### config.mk
export PLATFORM = sky130hd
export DESIGN_NAME = mem_port_arbiter
export DESIGN_NICKNAME = d
export VERILOG_FILES = /design/src/rtl/mem_port_arbiter_pkg.sv /design/src/rtl/mem_port_arbiter_rr_pick2.sv /design/src/rtl/mem_port_arbiter.sv
export SDC_FILE = /design/constraint.sdc
export NUM_CORES = 1
export LEC_CHECK = 0
export CORE_AREA = 2 2 117 119
export DETAILED_ROUTE_END_ITERATION = 8
export DIE_AREA = 0 0 119 121
export HOLD_SLACK_MARGIN = 0.1
export PLACE_DENSITY_LB_ADDON = 0.1
export RECOVER_POWER = 25
export SETUP_SLACK_MARGIN = 0.5
export SLEW_MARGIN = 20
export SYNTH_ARGS = -nofsm -noshare
export SYNTH_HDL_FRONTEND = slang
export SYNTH_SLANG_ARGS = --single-unit
### constraint.sdc
create_clock -name clk -period 2.6 [get_ports clk]
set_input_delay 0.39 -clock clk [delete_from_list [all_inputs] [get_ports clk]]
set_output_delay 0.39 -clock clk [all_outputs]
set_load 0.1 [all_outputs]
### src/rtl/mem_port_arbiter_pkg.sv
// Shared definitions for the I/D-cache memory port arbiter.
// Holds the state encoding and the grant codes driven on the grant port.
package mem_port_arbiter_pkg;

    typedef enum logic [1:0] {
        ARB_IDLE = 2'd0,
        ARB_BUSY = 2'd1,
        ARB_DONE = 2'd2
    } arb_state_e;

    localparam logic [1:0] GNT_NONE = 2'b00;
    localparam logic [1:0] GNT_I    = 2'b01;
    localparam logic [1:0] GNT_D    = 2'b10;

    function automatic logic [1:0] gnt_code(input logic pick_d);
        return pick_d ? GNT_D : GNT_I;
    endfunction

endpackage

### src/rtl/mem_port_arbiter_rr_pick2.sv
// Two-way round-robin pick: a lone requester wins; on a tie the requester
// that did not win last time wins.
module rr_pick2 (
    input  logic i_valid_i,
    input  logic i_valid_d,
    input  logic i_last_d,
    output logic o_pick_i,
    output logic o_pick_d
);

    always_comb begin
        o_pick_i = i_valid_i & (~i_valid_d | i_last_d);
        o_pick_d = i_valid_d & (~i_valid_i | ~i_last_d);
    end

endmodule

### src/rtl/mem_port_arbiter.sv
// Shares one memory request port between the I-cache and D-cache with
// round-robin arbitration, response routing and a watchdog abort.
module mem_port_arbiter
    import mem_port_arbiter_pkg::*;
#(
    parameter int ADDR_W  = 32,
    parameter int DATA_W  = 32,
    parameter int TIMEOUT = 1023,
    parameter int CNT_W   = 10
) (
    input  logic              clk,
    input  logic              rst,
    input  logic [ADDR_W-1:0] i_req_addr,
    input  logic              i_req_valid,
    input  logic              i_req_wr,
    input  logic [DATA_W-1:0] i_wr_data,
    output logic [DATA_W-1:0] i_req_data,
    output logic              i_req_ready,
    output logic              i_req_err,
    input  logic [ADDR_W-1:0] d_req_addr,
    input  logic              d_req_valid,
    input  logic              d_req_wr,
    input  logic [DATA_W-1:0] d_wr_data,
    output logic [DATA_W-1:0] d_req_data,
    output logic              d_req_ready,
    output logic              d_req_err,
    output logic [ADDR_W-1:0] mem_req_addr,
    output logic [DATA_W-1:0] mem_wr_data,
    output logic              mem_req_valid,
    output logic              mem_req_wr,
    input  logic [DATA_W-1:0] mem_req_data,
    input  logic              mem_req_ready,
    output logic [1:0]        grant,
    output logic              busy
);

    arb_state_e        r_state;
    arb_state_e        w_next_state;
    logic              r_last_d;
    logic [CNT_W-1:0]  r_wdog;
    logic [ADDR_W-1:0] r_mem_addr;
    logic [DATA_W-1:0] r_mem_wdata;
    logic              r_mem_valid;
    logic              r_mem_wr;
    logic [1:0]        r_grant;

    logic w_pick_i;
    logic w_pick_d;
    logic w_cpl;
    logic w_abort;

    rr_pick2 u_pick (
        .i_valid_i (i_req_valid),
        .i_valid_d (d_req_valid),
        .i_last_d  (r_last_d),
        .o_pick_i  (w_pick_i),
        .o_pick_d  (w_pick_d)
    );

    // A ready arriving in the timeout cycle wins over the abort.
    always_comb begin
        w_cpl   = (r_state == ARB_BUSY) && mem_req_ready;
        w_abort = (TIMEOUT != 0) && (r_state == ARB_BUSY) && !mem_req_ready &&
                  (r_wdog == CNT_W'(TIMEOUT - 1));
    end

    always_comb begin
        w_next_state = r_state;
        case (r_state)
            ARB_IDLE: if (w_pick_i || w_pick_d) w_next_state = ARB_BUSY;
            ARB_BUSY: if (w_cpl || w_abort)     w_next_state = ARB_DONE;
            ARB_DONE: w_next_state = ARB_IDLE;
            default:  w_next_state = ARB_IDLE;
        endcase
    end

    always_ff @(posedge clk or negedge rst) begin
        if (!rst) r_state <= ARB_IDLE;
        else      r_state <= w_next_state;
    end

    always_ff @(posedge clk or negedge rst) begin
        if (!rst) begin
            r_last_d    <= 1'b1;
            r_wdog      <= '0;
            r_mem_addr  <= '0;
            r_mem_wdata <= '0;
            r_mem_valid <= 1'b0;
            r_mem_wr    <= 1'b0;
            r_grant     <= GNT_NONE;
        end else begin
            case (r_state)
                ARB_IDLE: begin
                    if (w_pick_i || w_pick_d) begin
                        r_mem_addr  <= w_pick_d ? d_req_addr : i_req_addr;
                        r_mem_wdata <= w_pick_d ? d_wr_data  : i_wr_data;
                        r_mem_wr    <= w_pick_d ? d_req_wr   : i_req_wr;
                        r_mem_valid <= 1'b1;
                        r_grant     <= gnt_code(w_pick_d);
                        r_last_d    <= w_pick_d;
                        r_wdog      <= '0;
                    end
                end
                ARB_BUSY: begin
                    if (w_cpl || w_abort) begin
                        r_mem_valid <= 1'b0;
                        r_wdog      <= '0;
                        r_grant     <= GNT_NONE;
                    end else begin
                        r_wdog <= r_wdog + 1'b1;
                    end
                end
                default: ;
            endcase
        end
    end

    always_comb begin
        i_req_ready = w_cpl && (r_grant == GNT_I);
        d_req_ready = w_cpl && (r_grant == GNT_D);
        i_req_err   = w_abort && (r_grant == GNT_I);
        d_req_err   = w_abort && (r_grant == GNT_D);
        i_req_data  = i_req_ready ? mem_req_data : '0;
        d_req_data  = d_req_ready ? mem_req_data : '0;
    end

    assign mem_req_addr  = r_mem_addr;
    assign mem_wr_data   = r_mem_wdata;
    assign mem_req_valid = r_mem_valid;
    assign mem_req_wr    = r_mem_wr;
    assign grant         = r_grant;
    assign busy          = (r_state != ARB_IDLE);

endmodule

# Word-level counts from Yosys, hierarchy flattened
# Cells that the tools add are included.
[totals]
word_cells = 57
out_inout_bits = 137
regBits = 81
input_bits = 167
[classes]
n_mux = 18
addsub = 1
reduce_logical = 17
n_eq_ne = 6
n_bitwise = 7
[op_table]
columns = ["operator", "n"]
rows = [
  ["32-bit two-way mux", 4],
  ["10-bit two-way mux", 2],
  ["10-bit one-hot mux with 2 select lines", 1],
  ["10-bit by 1-bit adder with 10-bit output, second input constant", 1],
  ["10-bit equality test, second input constant", 1],
  ["2-bit two-way mux", 5],
  ["2-bit one-hot mux with 2 select lines", 2],
  ["1-bit logical AND", 7],
  ["2-bit AND reduction", 3],
  ["2-bit by 1-bit equality test with 1-bit output, second input constant", 2],
  ["2-bit nonzero test", 2],
  ["1-bit two-way mux", 3],
  ["1-bit NOT", 3],
  ["3-bit AND reduction", 1],
  ["1-bit AND", 2],
  ["2-bit equality test, second input constant", 1],
  ["2-bit logical NOT", 1],
  ["1-bit logical OR", 2],
  ["2-bit by 1-bit != test with 1-bit output, second input constant", 1],
  ["2-bit != test, second input constant", 1],
  ["1-bit OR", 2],
  ["1-bit one-hot mux with 2 select lines", 1],
  ["1-bit logical NOT", 1],
]

# Longest topological paths before layout
[logic_depth]
ltp_word = 6
mapped_depth = 7
depth_no_buf = 6

# Modules after synthesis
# From an unflattened synthesis, not the netlist that was laid out.
[unflattened]
hier_cells = 446
hier_area_um2 = 4291.6
[by_module_without_submodules]
columns = ["module", "cells_per_inst", "area_each_um2", "seq_area_each_um2", "instances"]
rows = [
  ["mem_port_arbiter", 443, 4272.8, 2028.2, 1],
  ["rr_pick2", 3, 18.8, 0.0, 1],
]

# Worst setup path before layout
# OpenSTA, ideal clock, no wires.
[synth_path]
path_kind = "reg-to-output"
startpoint = "reg r_grant[1] (netlist: grant[1])"
endpoint = "out d_req_data[22]"
path_stages_with_launch = 5
required_ps = 2210
path_slack_ps = -961
t_arrival_ps = 3171
n_path_buf = 1
path_cell_list = "dfrtp_1 nand2b_1 nor2_1 clkbuf_1 and2_1"
[synth_via]
elab_chain_cells = 3
[synth_lines]
columns = ["element", "line", "rtl"]
rows = [
  ["start: declaration", "mem_port_arbiter.sv:45", "logic [1:0] r_grant;"],
  ["start signal: assignment", "mem_port_arbiter.sv:99", "r_grant <= gnt_code(w_pick_d);"],
  ["2-bit equality test", "mem_port_arbiter.sv:120", "d_req_ready = w_cpl && (r_grant == GNT_D);"],
  ["1-bit logical AND", "mem_port_arbiter.sv:120", ""],
  ["named net d_req_ready", "mem_port_arbiter.sv:25", "output logic d_req_ready,"],
  ["32-bit two-way mux", "mem_port_arbiter.sv:124", "d_req_data = d_req_ready ? mem_req_data : '0;"],
  ["end: declaration", "mem_port_arbiter.sv:24", "output logic [DATA_W-1:0] d_req_data,"],
]
# The timed path passes the listed nets, and every way through them passes these cells.

# Worst setup path in the final report
[layout_path]
startpoint = "reg r_state[1]"
endpoint = "out d_req_err"
[layout_via]
elab_chain_cells = 4
[layout_lines]
columns = ["element", "line", "rtl"]
rows = [
  ["start: declaration", "mem_port_arbiter.sv:37", "arb_state_e r_state;"],
  ["start signal: assignment", "mem_port_arbiter.sv:79", "else r_state <= w_next_state;"],
  ["2-bit by 1-bit equality test with 1-bit output", "mem_port_arbiter.sv:63", "w_abort = (TIMEOUT != 0) && (r_state == ARB_BUSY) && !mem_req_ready &&"],
  ["1-bit logical AND (2 in a row)", "mem_port_arbiter.sv:63", ""],
  ["1-bit logical AND", "mem_port_arbiter.sv:122", "d_req_err = w_abort && (r_grant == GNT_D);"],
  ["end: declaration", "mem_port_arbiter.sv:26", "output logic d_req_err,"],
]
# Every way passes these cells.

==> metrics.yaml <==
synth:
  synth_cell_types: 36
  synth_async_sr_flop_share_pct: 100
  post-synth-top-count-cell: "dfrtp_1"
  yosysTopAreaCell: "dfrtp_1"
  syn_area_um2: 3890
  synth_adder_area_share_pct: 0.642
  synth.top_cells.by_area: "dfrtp_1 51%, a222oi_1 17%, and2_1 10%"
  synthXorXnorAreaFrac_pct: 0
  synth_commonest_cells: "80 x dfrtp_1, 75 x inv_1, 65 x a222oi_1"
  yosys.area_share.simple_pct: 15.5
  ys.warnings.count: 0
  avgSynthCellArea_um2: 10.2
  synth_top_area_share_pct: 51.4
  ys_seq_area_share_pct: 52.1
  synth_edf_count: 0
  synth_mux_area_share_pct: 0.257
  ys_seq_elements: 81
  syn_nets: 552
  synth_compound_area_share_pct: 21.3
  yosys_most_used_dff: "dfrtp_1"
  synth_top_family_by_area: "compound AO/OA/AOI/OAI gates"
  netlist_instances: 383
power_and_ir_drop:
  power_density_nw_per_um2: 1340
  peakVddDrop_mv: 0.862
  p_sw_share_pct: 57.5
  p_leak_uw: 0.00392
  p_int_uw: 4800
  seqPwrFrac_pct: 19.2
  p_comb_share_pct: 67.9
  power_uw: 11300
  clock_power_share_pct: 12.8
  p_sw_uw: 6500
clock_tree:
  clkLatencyLatePin_ps: 330
  cts_sinks: 81
  cts_root_buf: "clkbuf_16"
  cts_buffers: 9
  clockBufferDepth: 2
  clk_pin_slew_worst_paths_ps: 60
  cts_tree: "built"
  h-tree-depth: 3
status:
  failed_checks: "DRC"
  status: "finished, violations left"
worst_setup_path:
  crit_path_end_kind: "output pin"
  r2r_cells: 6
  crit_arrival_ps: 2020
  worstPathRequired_ps: 2210
  worstPathMaxFanout: 3
  path_class: "reg -> out"
  cp-start-kind: "register"
final_layout:
  stdcell_area_um2: 8410
  drive_above_1_share_pct: 36.9
  nFillCells: 980
  diodes: 0
  final_cell_count_no_fill: 872
  nets: 860
  syn2layout_area_growth_pct: 116
route:
  num_vias: 4307
  routed_wl_um: 15800
  first_pass_iters: 9
  drtIter0Drc: 441
  viasPerCell: 4.94
  drtAntennaViolNets: 0
  drcViolationCount: 1
  wire_per_inst_um: 18.1
sta:
  final-setup-viol-count: 0
  tightest_slew_ps: 1210
  fmax_ghz: 0.415
  relSlewSlack_pct: 19.1
  period_share_pct: 92.7
  finalClockSkew_ps: 5.57
  min_period_ps: 2410
  rsz0062_at_grt: "yes"
  hold_viol: 0
  slew_violations: 0
  tns_ps: 0
floorplan:
  die_area_um2: 14400
  dieWidth_um: 119
  rows: 42
  pin_count: 304
  die_y_um: 121
  initial_core_util_pct: 29.8
  core_area_um2: 13100
placed_design:
  dp_cells: 845
  port_buffers: 303
  gp_congestion: 0.780
  placed_cell_area_um2: 7910
  place_hpwl_um: 12100
global_route:
  grtUsageTotal_pct: 21.5
  overflow: 0
  grt_pass1_wl_um: 23900
  grt_pass1_vias: 4374
  antenna_found_initial: 0
  grt_max_degree: 59
job:
  maxCapViolations: 0
hold_path:
  whs_path_depth: 2
  worstHoldPathType: "reg -> reg"
-- kinds of logic after synthesis --
logic type | after synthesis
muxes | 1
AOI/OAI and AO/OA | 92
buffers and inverters | 103
and+or+nand+nor | 104
DFF | 81
adders and majority gates | 2
-- per-layer routing --
metal,routed length [um],vias up,GRT usage [%]
met2,8370,255,39.3
met4,241,0,6.03
met1,5710,2042,23.5
met5,0,-,0
met3,1430,10,7.47
li1,-,2000,-
-- layout by cell type, fill, tap and decap left out, drive strengths merged, types with 2 or more instances in the layout --
cell type / netlist / final
a2111oi: 2 / 2
a21o: 4 / 4
a21oi: 5 / 5
a222oi: 65 / 65
and2: 64 / 64
buf: 9 / 156
bufinv: 0 / 3
clkbuf: 19 / 13
clkdlybuf4s50: 0 / 164
dfrtp: 80 / 80
ha: 2 / 2
inv: 75 / 75
nand2: 11 / 11
nand2b: 2 / 2
nand3: 5 / 5
nand4: 2 / 2
nor2: 8 / 8
o21ai: 9 / 9
or3: 3 / 3
or4: 2 / 2
-- critical path, stage by stage (launching register included) --
cell and delay, ps:
dfrtp_2 400, or3b_4 370, or4_4 570, nor2_4 160, buf_12 180
-- stage by stage --
stage          hold WS (ps)  util (%)  setup WS [ps]
6_report                505      64.3            189
5_1_grt                 537      64.3            133
4_1_cts                 509      64.0            176
3_5_place_dp            360      60.5           30.3
3_3_place_gp            357      60.5           43.9
2_1_floorplan          94.4         -            312
-- registers in the layout, summed over array words and instances (netlist names) --
name,count
mem_req_addr,32
mem_wr_data,32
r_wdog,10
mem_req_wr,1
mem_req_valid,1
r_last_d,1
grant,2
r_state,2
-- what timing repair did --
item                                    in CTS  in global routing
hold endpoints to repair                    29                  0
pin swaps                                    3                  3
gates cloned                                 2                  1
buffers inserted                             5                  2
hold buffers                                 1                  0
endpoints found under the setup margin      73                 71
gates resized for setup                      6                  3
-- final timing paths --
| check | startpoint | endpoint | slack, ps |
|---|---|---|---|
| max reg2reg | r_wdog[0]$_DFFE_PN0P_ | r_wdog[8]$_DFFE_PN0P_ | 720 |
| min | mem_wr_data[14]$_DFFE_PN0P_ | mem_wr_data[14]$_DFFE_PN0P_ | 510 |
| min in group asynchronous | rst | mem_req_addr[9]$_DFFE_PN0P_ | 530 |
| max in group asynchronous | rst | mem_wr_data[12]$_DFFE_PN0P_ | 530 |
| max | r_state[1]$_DFFE_PN0P_ | d_req_err | 190 |
| min reg2reg | mem_wr_data[14]$_DFFE_PN0P_ | mem_wr_data[14]$_DFFE_PN0P_ | 510 |
-- power groups by stage --
stage | combinational, uW | clock (uW) | sequential (uW)
global route | 7960 | 1530 | 2250
global placement | 7520 | 0 | 2190
finish | 7680 | 1450 | 2180
detailed placement | 7590 | 0 | 2190
CTS | 7680 | 1490 | 2180
floorplan | 1920 | 0 | 5800
-- area by class of cell --
type	instances	area [um2]	area share [%]
tap	176	220	2.62
sequential	81	2040	24.3
multi-input combinational	199	1690	20.1
clock inverter	5	103	1.22
timing repair buffer	325	3830	45.6
inverter	75	282	3.35
clock buffer	11	243	2.89
No activity file was read; power rests on OpenSTA's default activity.
